**src/rtl/branch_target_predictor.sv**
```systemverilog
// Direct-mapped branch target buffer with saturating-counter direction prediction.
// Lookups are combinational from current state; updates and statistics are registered.
module branch_target_predictor #(
  parameter int unsigned ENTRIES = 32,
  parameter int unsigned ADDR_W  = 30,
  parameter int unsigned CNT_W   = 2
) (
  input  logic              clk,
  input  logic              rst_n,
  input  logic              lookup_valid,
  input  logic [ADDR_W-1:0] lookup_pc,
  output logic              pred_hit,
  output logic              pred_taken,
  output logic [ADDR_W-1:0] pred_next_pc,
  input  logic              upd_valid,
  input  logic [ADDR_W-1:0] upd_pc,
  input  logic              upd_taken,
  input  logic [ADDR_W-1:0] upd_target,
  input  logic              upd_mispred,
  input  logic              flush_all,
  output logic [31:0]       lookup_cnt,
  output logic [31:0]       mispred_cnt
);

  localparam int unsigned IDX_W = $clog2(ENTRIES);
  localparam int unsigned TAG_W = ADDR_W - IDX_W;
  localparam logic [CNT_W-1:0] CNT_MAX  = '1;
  localparam logic [CNT_W-1:0] CNT_WEAK = CNT_W'(1) << (CNT_W - 1);

  logic [ENTRIES-1:0]              valid_q, valid_d;
  logic [ENTRIES-1:0][TAG_W-1:0]   tag_q, tag_d;
  logic [ENTRIES-1:0][ADDR_W-1:0]  tgt_q, tgt_d;
  logic [ENTRIES-1:0][CNT_W-1:0]   cnt_q, cnt_d;
  logic [31:0]                     lookup_cnt_q, lookup_cnt_d;
  logic [31:0]                     mispred_cnt_q, mispred_cnt_d;

  logic [IDX_W-1:0] lk_idx, up_idx;
  logic [TAG_W-1:0] lk_tag, up_tag;
  logic             up_hit;

  assign lk_idx = lookup_pc[IDX_W-1:0];
  assign lk_tag = lookup_pc[ADDR_W-1:IDX_W];
  assign up_idx = upd_pc[IDX_W-1:0];
  assign up_tag = upd_pc[ADDR_W-1:IDX_W];

  // Prediction reads only registered state, so a same-cycle update is seen next cycle.
  assign pred_hit     = lookup_valid && valid_q[lk_idx] && (tag_q[lk_idx] == lk_tag);
  assign pred_taken   = pred_hit && cnt_q[lk_idx][CNT_W-1];
  assign pred_next_pc = pred_taken ? tgt_q[lk_idx] : lookup_pc + ADDR_W'(1);

  assign up_hit = valid_q[up_idx] && (tag_q[up_idx] == up_tag);

  always_comb begin
    valid_d = valid_q;
    tag_d   = tag_q;
    tgt_d   = tgt_q;
    cnt_d   = cnt_q;
    if (flush_all) begin
      valid_d = '0;
    end else if (upd_valid) begin
      if (up_hit) begin
        if (upd_taken) begin
          if (cnt_q[up_idx] != CNT_MAX) cnt_d[up_idx] = cnt_q[up_idx] + CNT_W'(1);
          tgt_d[up_idx] = upd_target;
        end else if (cnt_q[up_idx] != '0) begin
          cnt_d[up_idx] = cnt_q[up_idx] - CNT_W'(1);
        end
      end else if (upd_taken) begin
        valid_d[up_idx] = 1'b1;
        tag_d[up_idx]   = up_tag;
        tgt_d[up_idx]   = upd_target;
        cnt_d[up_idx]   = CNT_WEAK;
      end
    end
  end

  always_comb begin
    lookup_cnt_d  = lookup_cnt_q;
    mispred_cnt_d = mispred_cnt_q;
    if (lookup_valid && (lookup_cnt_q != '1)) lookup_cnt_d = lookup_cnt_q + 32'd1;
    if (upd_valid && upd_mispred && (mispred_cnt_q != '1)) mispred_cnt_d = mispred_cnt_q + 32'd1;
  end

  always_ff @(posedge clk or negedge rst_n) begin
    if (!rst_n) begin
      valid_q       <= '0;
      tag_q         <= '0;
      tgt_q         <= '0;
      cnt_q         <= '0;
      lookup_cnt_q  <= '0;
      mispred_cnt_q <= '0;
    end else begin
      valid_q       <= valid_d;
      tag_q         <= tag_d;
      tgt_q         <= tgt_d;
      cnt_q         <= cnt_d;
      lookup_cnt_q  <= lookup_cnt_d;
      mispred_cnt_q <= mispred_cnt_d;
    end
  end

  assign lookup_cnt  = lookup_cnt_q;
  assign mispred_cnt = mispred_cnt_q;

endmodule

```
**config.mk**
```make
export PLATFORM = sky130hd
export DESIGN_NAME = branch_target_predictor
export DESIGN_NICKNAME = d
export VERILOG_FILES = /design/src/rtl/branch_target_predictor.sv
export SDC_FILE = /design/constraint.sdc
export NUM_CORES = 2
export LEC_CHECK = 0
export ABC_CLOCK_PERIOD_IN_PS = 13700
export CAP_MARGIN = 10
export CORE_UTILIZATION = 35
export CTS_CLUSTER_SIZE = 14
export DETAILED_ROUTE_END_ITERATION = 7
export PLACE_DENSITY = 0.59
export REMOVE_ABC_BUFFERS = 1
export SETUP_SLACK_MARGIN = 0.15
export SLEW_MARGIN = 0
export SYNTH_ARGS = -nofsm -noshare
export SYNTH_HDL_FRONTEND = slang
export SYNTH_SLANG_ARGS = --single-unit
```
**constraint.sdc**
```tcl
create_clock -name clk -period 13.7 [get_ports clk]
set_input_delay 2.055 -clock clk [delete_from_list [all_inputs] [get_ports clk]]
set_output_delay 2.055 -clock clk [all_outputs]
set_load 0.01 [all_outputs]
```
==> reports/results.txt <==
Critical Path Start Type: primary input
Post-synth EDFFs: 0
FF-to-FF setup slack: 8.82 ns
Combinational power share: 0.114
Vias in the first global route: 62390
Longest Clk Path Bufs: 4
Synthesis Warnings: 0
Die Wd: 522.9 um
Setup crit end kind: output port
Max-Cap Viols: 0
Clock power frac: 0.427
Switching Fraction: 0.2520
Psw: 0.003534 W
Total GRT Usage: 0.2315
Fmax: 98.46 MHz
H-tree levels: 4
Seq pwr share: 0.459
Grt total ovfl: 0
First-pass GRT wire length: 459.9 mm
Worst Path Required: 11.64 ns
Initial antenna violation count: 26
LEAKAGE: 49.56 nW
Total power: 0.01402 W
P_int: 0.01049 W
Worst vdd ir: 0.1057 mV
TritonCTS buffer count: 215
Die height: 522.9 um
FF+latch area: 0.04805 mm^2
Syn avg cell area: 14.54 um^2
Final hold slack: 0.4916 ns
Final setup fails: 0
IO Port Bufs: 192
Fin cells: 10246
Share of cells above drive strength 1: 0.4219
Initial core utilization: 0.3531
Gpl congestion: 0.8226
Final worst path period share: 0.7413
Worst R2R Path Depth: 11
CP arrival: 8.10 ns
Synth Register Bits: 1920
Layout area overhead: 13.31%
Largest net degree at the start of global routing: 175
Main synth FF type: dfrtp_1
Met3 usage: 0.04548
Worst skew pair latency: 0.90 ns
Critical R2R Launch: tag_q[772]
Clk sink count: 1920
Status: complete, no violations
Post-synthesis cell area: 0.09495 mm^2
Drt drc: 0
Via-to-Cell Ratio: 5.917
Slew HR: 0.1231
Reg2reg end: tag_q[104]
Mapped Cells: 6532
Post-Place Cells: 9846
Worst Min Path Start: cnt_q[24]
Min cycle time layout: 10.16 ns
Post-route ant nets: 0
Core area: 0.2689 mm^2
Fill count: 24706
Critical Path Source: lookup_pc[3]
Grt met2 use: 0.3644
Met1 Resource Use GR: 0.3155
Hold Fails Final Rpt: 0
Multi-input logic area: 0.04420 mm^2
1st-pass router iterations: 6
WL per Instance: 31.11 um
Post-Route WL: 318.7 mm
Die area: 0.2734 mm^2
WS Path Type: in -> out
Resize count post-CTS: 0
Setup TNS: 0 ns
Top Usage Layer GRT: met2
CTS tree: built
Num ports: 193
Critical path peak fanout: 59
Synth cell types: 72
PwrDens: 130.3 mW/mm^2
RSZ-0062 raised after global routing: false
Min-delay worst type: reg -> reg
Clk slew on worst S/H paths: 0.06 ns
Via count: 60624
Post-synthesis sequential area ratio: 0.5060
Worst-Margin Slew: 1.311 ns
CTS root buf: clkbuf_16
Crit path to: pred_next_pc[4]
Post-CTS setup buffers: 0
Fin nets: 6615
DR iter-0 viols: 5700
Asr flop ratio synth: 1.000
Post-CTS Hold Fix Bufs: 0
Cell Rows: 190
Final Skew: 0.07332 ns
Fin. max-slew vios: 0
Dpl hpwl: 175.7 mm
## worst min-delay path by stage
| stage | to | slack (ns) | cells past startpoint |
|---|---|---|---|
| global route | tgt_q[714] | 0.51 | 1 |
| finish | cnt_q[24] | 0.49 | 1 |
| global placement | cnt_q[26] | 0.47 | 1 |
| floorplan | cnt_q[12] | 0.46 | 1 |
| detailed placement | cnt_q[24] | 0.48 | 1 |
| CTS | cnt_q[24] | 0.49 | 1 |
## logic make-up after synthesis
kind of cell             after synthesis  synth area share
AO/OA/AOI/OAI                        464           0.03051
XOR/XNOR                             118           0.01088
adder cells (fa/ha/maj)                5         0.0006589
buffers and inverters                647           0.03074
flip-flops                          1920            0.5060
multiplexers                        2770            0.3859
AND/OR/NAND/NOR                      608           0.03529
## state kept, by name (all words and copies together), names as in the netlist
name and flops:
valid_q 32, lookup_cnt 32, mispred_cnt 32, tag_q 800
cnt_q 64, tgt_q 960
## cell type report
type,count,share of cell area
Tap cell,3552,0.04131
Inverter,40,0.001396
Clock inverter,69,0.008059
Multi-Input combinational cell,3965,0.4109
Sequential cell,1920,0.4466
Timing Repair Buffer,371,0.03189
Antenna cell,8,0.0001861
Clock buffer,321,0.05972
## power by group through the flow
stage	Combinational [W]	Sequential (W)	Clock, W
2_1_floorplan	0.000905	0.00642	0
3_3_place_gp	0.00157	0.00649	0
3_5_place_dp	0.00161	0.00652	0
4_1_cts	0.00161	0.00642	0.00611
5_1_grt	0.00171	0.00648	0.00633
6_report	0.00160	0.00643	0.00599
## through the flow
stage                     worst slack, ns  cell area [um^2]  utilization
after floorplan                     6.465             92180            -
final                               3.544            107600       0.4001
after global placement              3.443            100200       0.3728
after detailed placement            3.665            100300       0.3729
after global routing                3.540            107600       0.4001
after CTS                           3.650            107500       0.4000
## worst max-delay path, stage by stage
cell	delay, ns
buf_8	0.41
buf_4	0.58
nor2_1	0.24
nand2_1	0.56
o22ai_1	0.15
nor4_1	0.87
xnor2_1	0.19
nand4_1	0.17
nor4_1	0.75
and4_4	0.89
mux2i_1	0.16
mux2i_1	0.17
clkdlybuf4s50_1	0.73
## Yosys cell counts (10+ instances only)
master,instances,share of area
dfrtp_1,1920,0.51
mux2_2,1653,0.20
mux4_2,535,0.13
mux2i_1,459,0.048
clkbuf_1,336,0.013
o22ai_1,275,0.018
buf_2,163,0.0086
nand2_1,157,0.0062
mux2_1,123,0.015
nor2_1,100,0.0040
xnor2_1,78,0.0072
nand3_1,69,0.0036
nor4_1,69,0.0045
o21ai_0,63,0.0033
a21oi_1,56,0.0030
buf_1,55,0.0022
nand4_1,43,0.0028
inv_1,40,0.0016
xor2_1,40,0.0037
buf_4,28,0.0022
nor3_1,28,0.0015
and3_1,26,0.0017
buf_6,24,0.0028
a22oi_1,18,0.0014
nand3_2,18,0.0019
and4_1,11,0.0010
a21o_1,10,0.00079
## layer usage
layer,routed length (um),up-vias
met4,12890,22
met2,147300,2313
met5,147,-
li1,-,24631
met1,134900,33047
met3,23460,611
## layout by cell type, fill, tap and decap left out, types with 8 or more instances in the layout
cell / instances
dfrtp_1: 1920
mux2_2: 1653
mux4_2: 535
mux2i_1: 459
o22ai_1: 275
clkbuf_16: 220
clkdlybuf4s50_1: 184
buf_4: 167
nand2_1: 128
mux2_1: 123
nor2_1: 91
xnor2_1: 77
nand3_1: 68
nor4_1: 68
o21ai_0: 63
a21oi_1: 56
clkbuf_8: 54
clkbuf_1: 47
nand4_1: 43
inv_1: 40
xor2_1: 40
clkinv_2: 38
nand2_2: 30
and3_1: 26
nor3_1: 25
nand3_2: 19
a22oi_1: 18
bufinv_16: 17
and4_1: 10
a21o_1: 10
buf_12: 10
nand2b_1: 9
nor2b_1: 9
diode_2: 8
nor2_4: 8
o2bb2ai_1: 8
No activity file was read; power rests on OpenSTA's default activity.
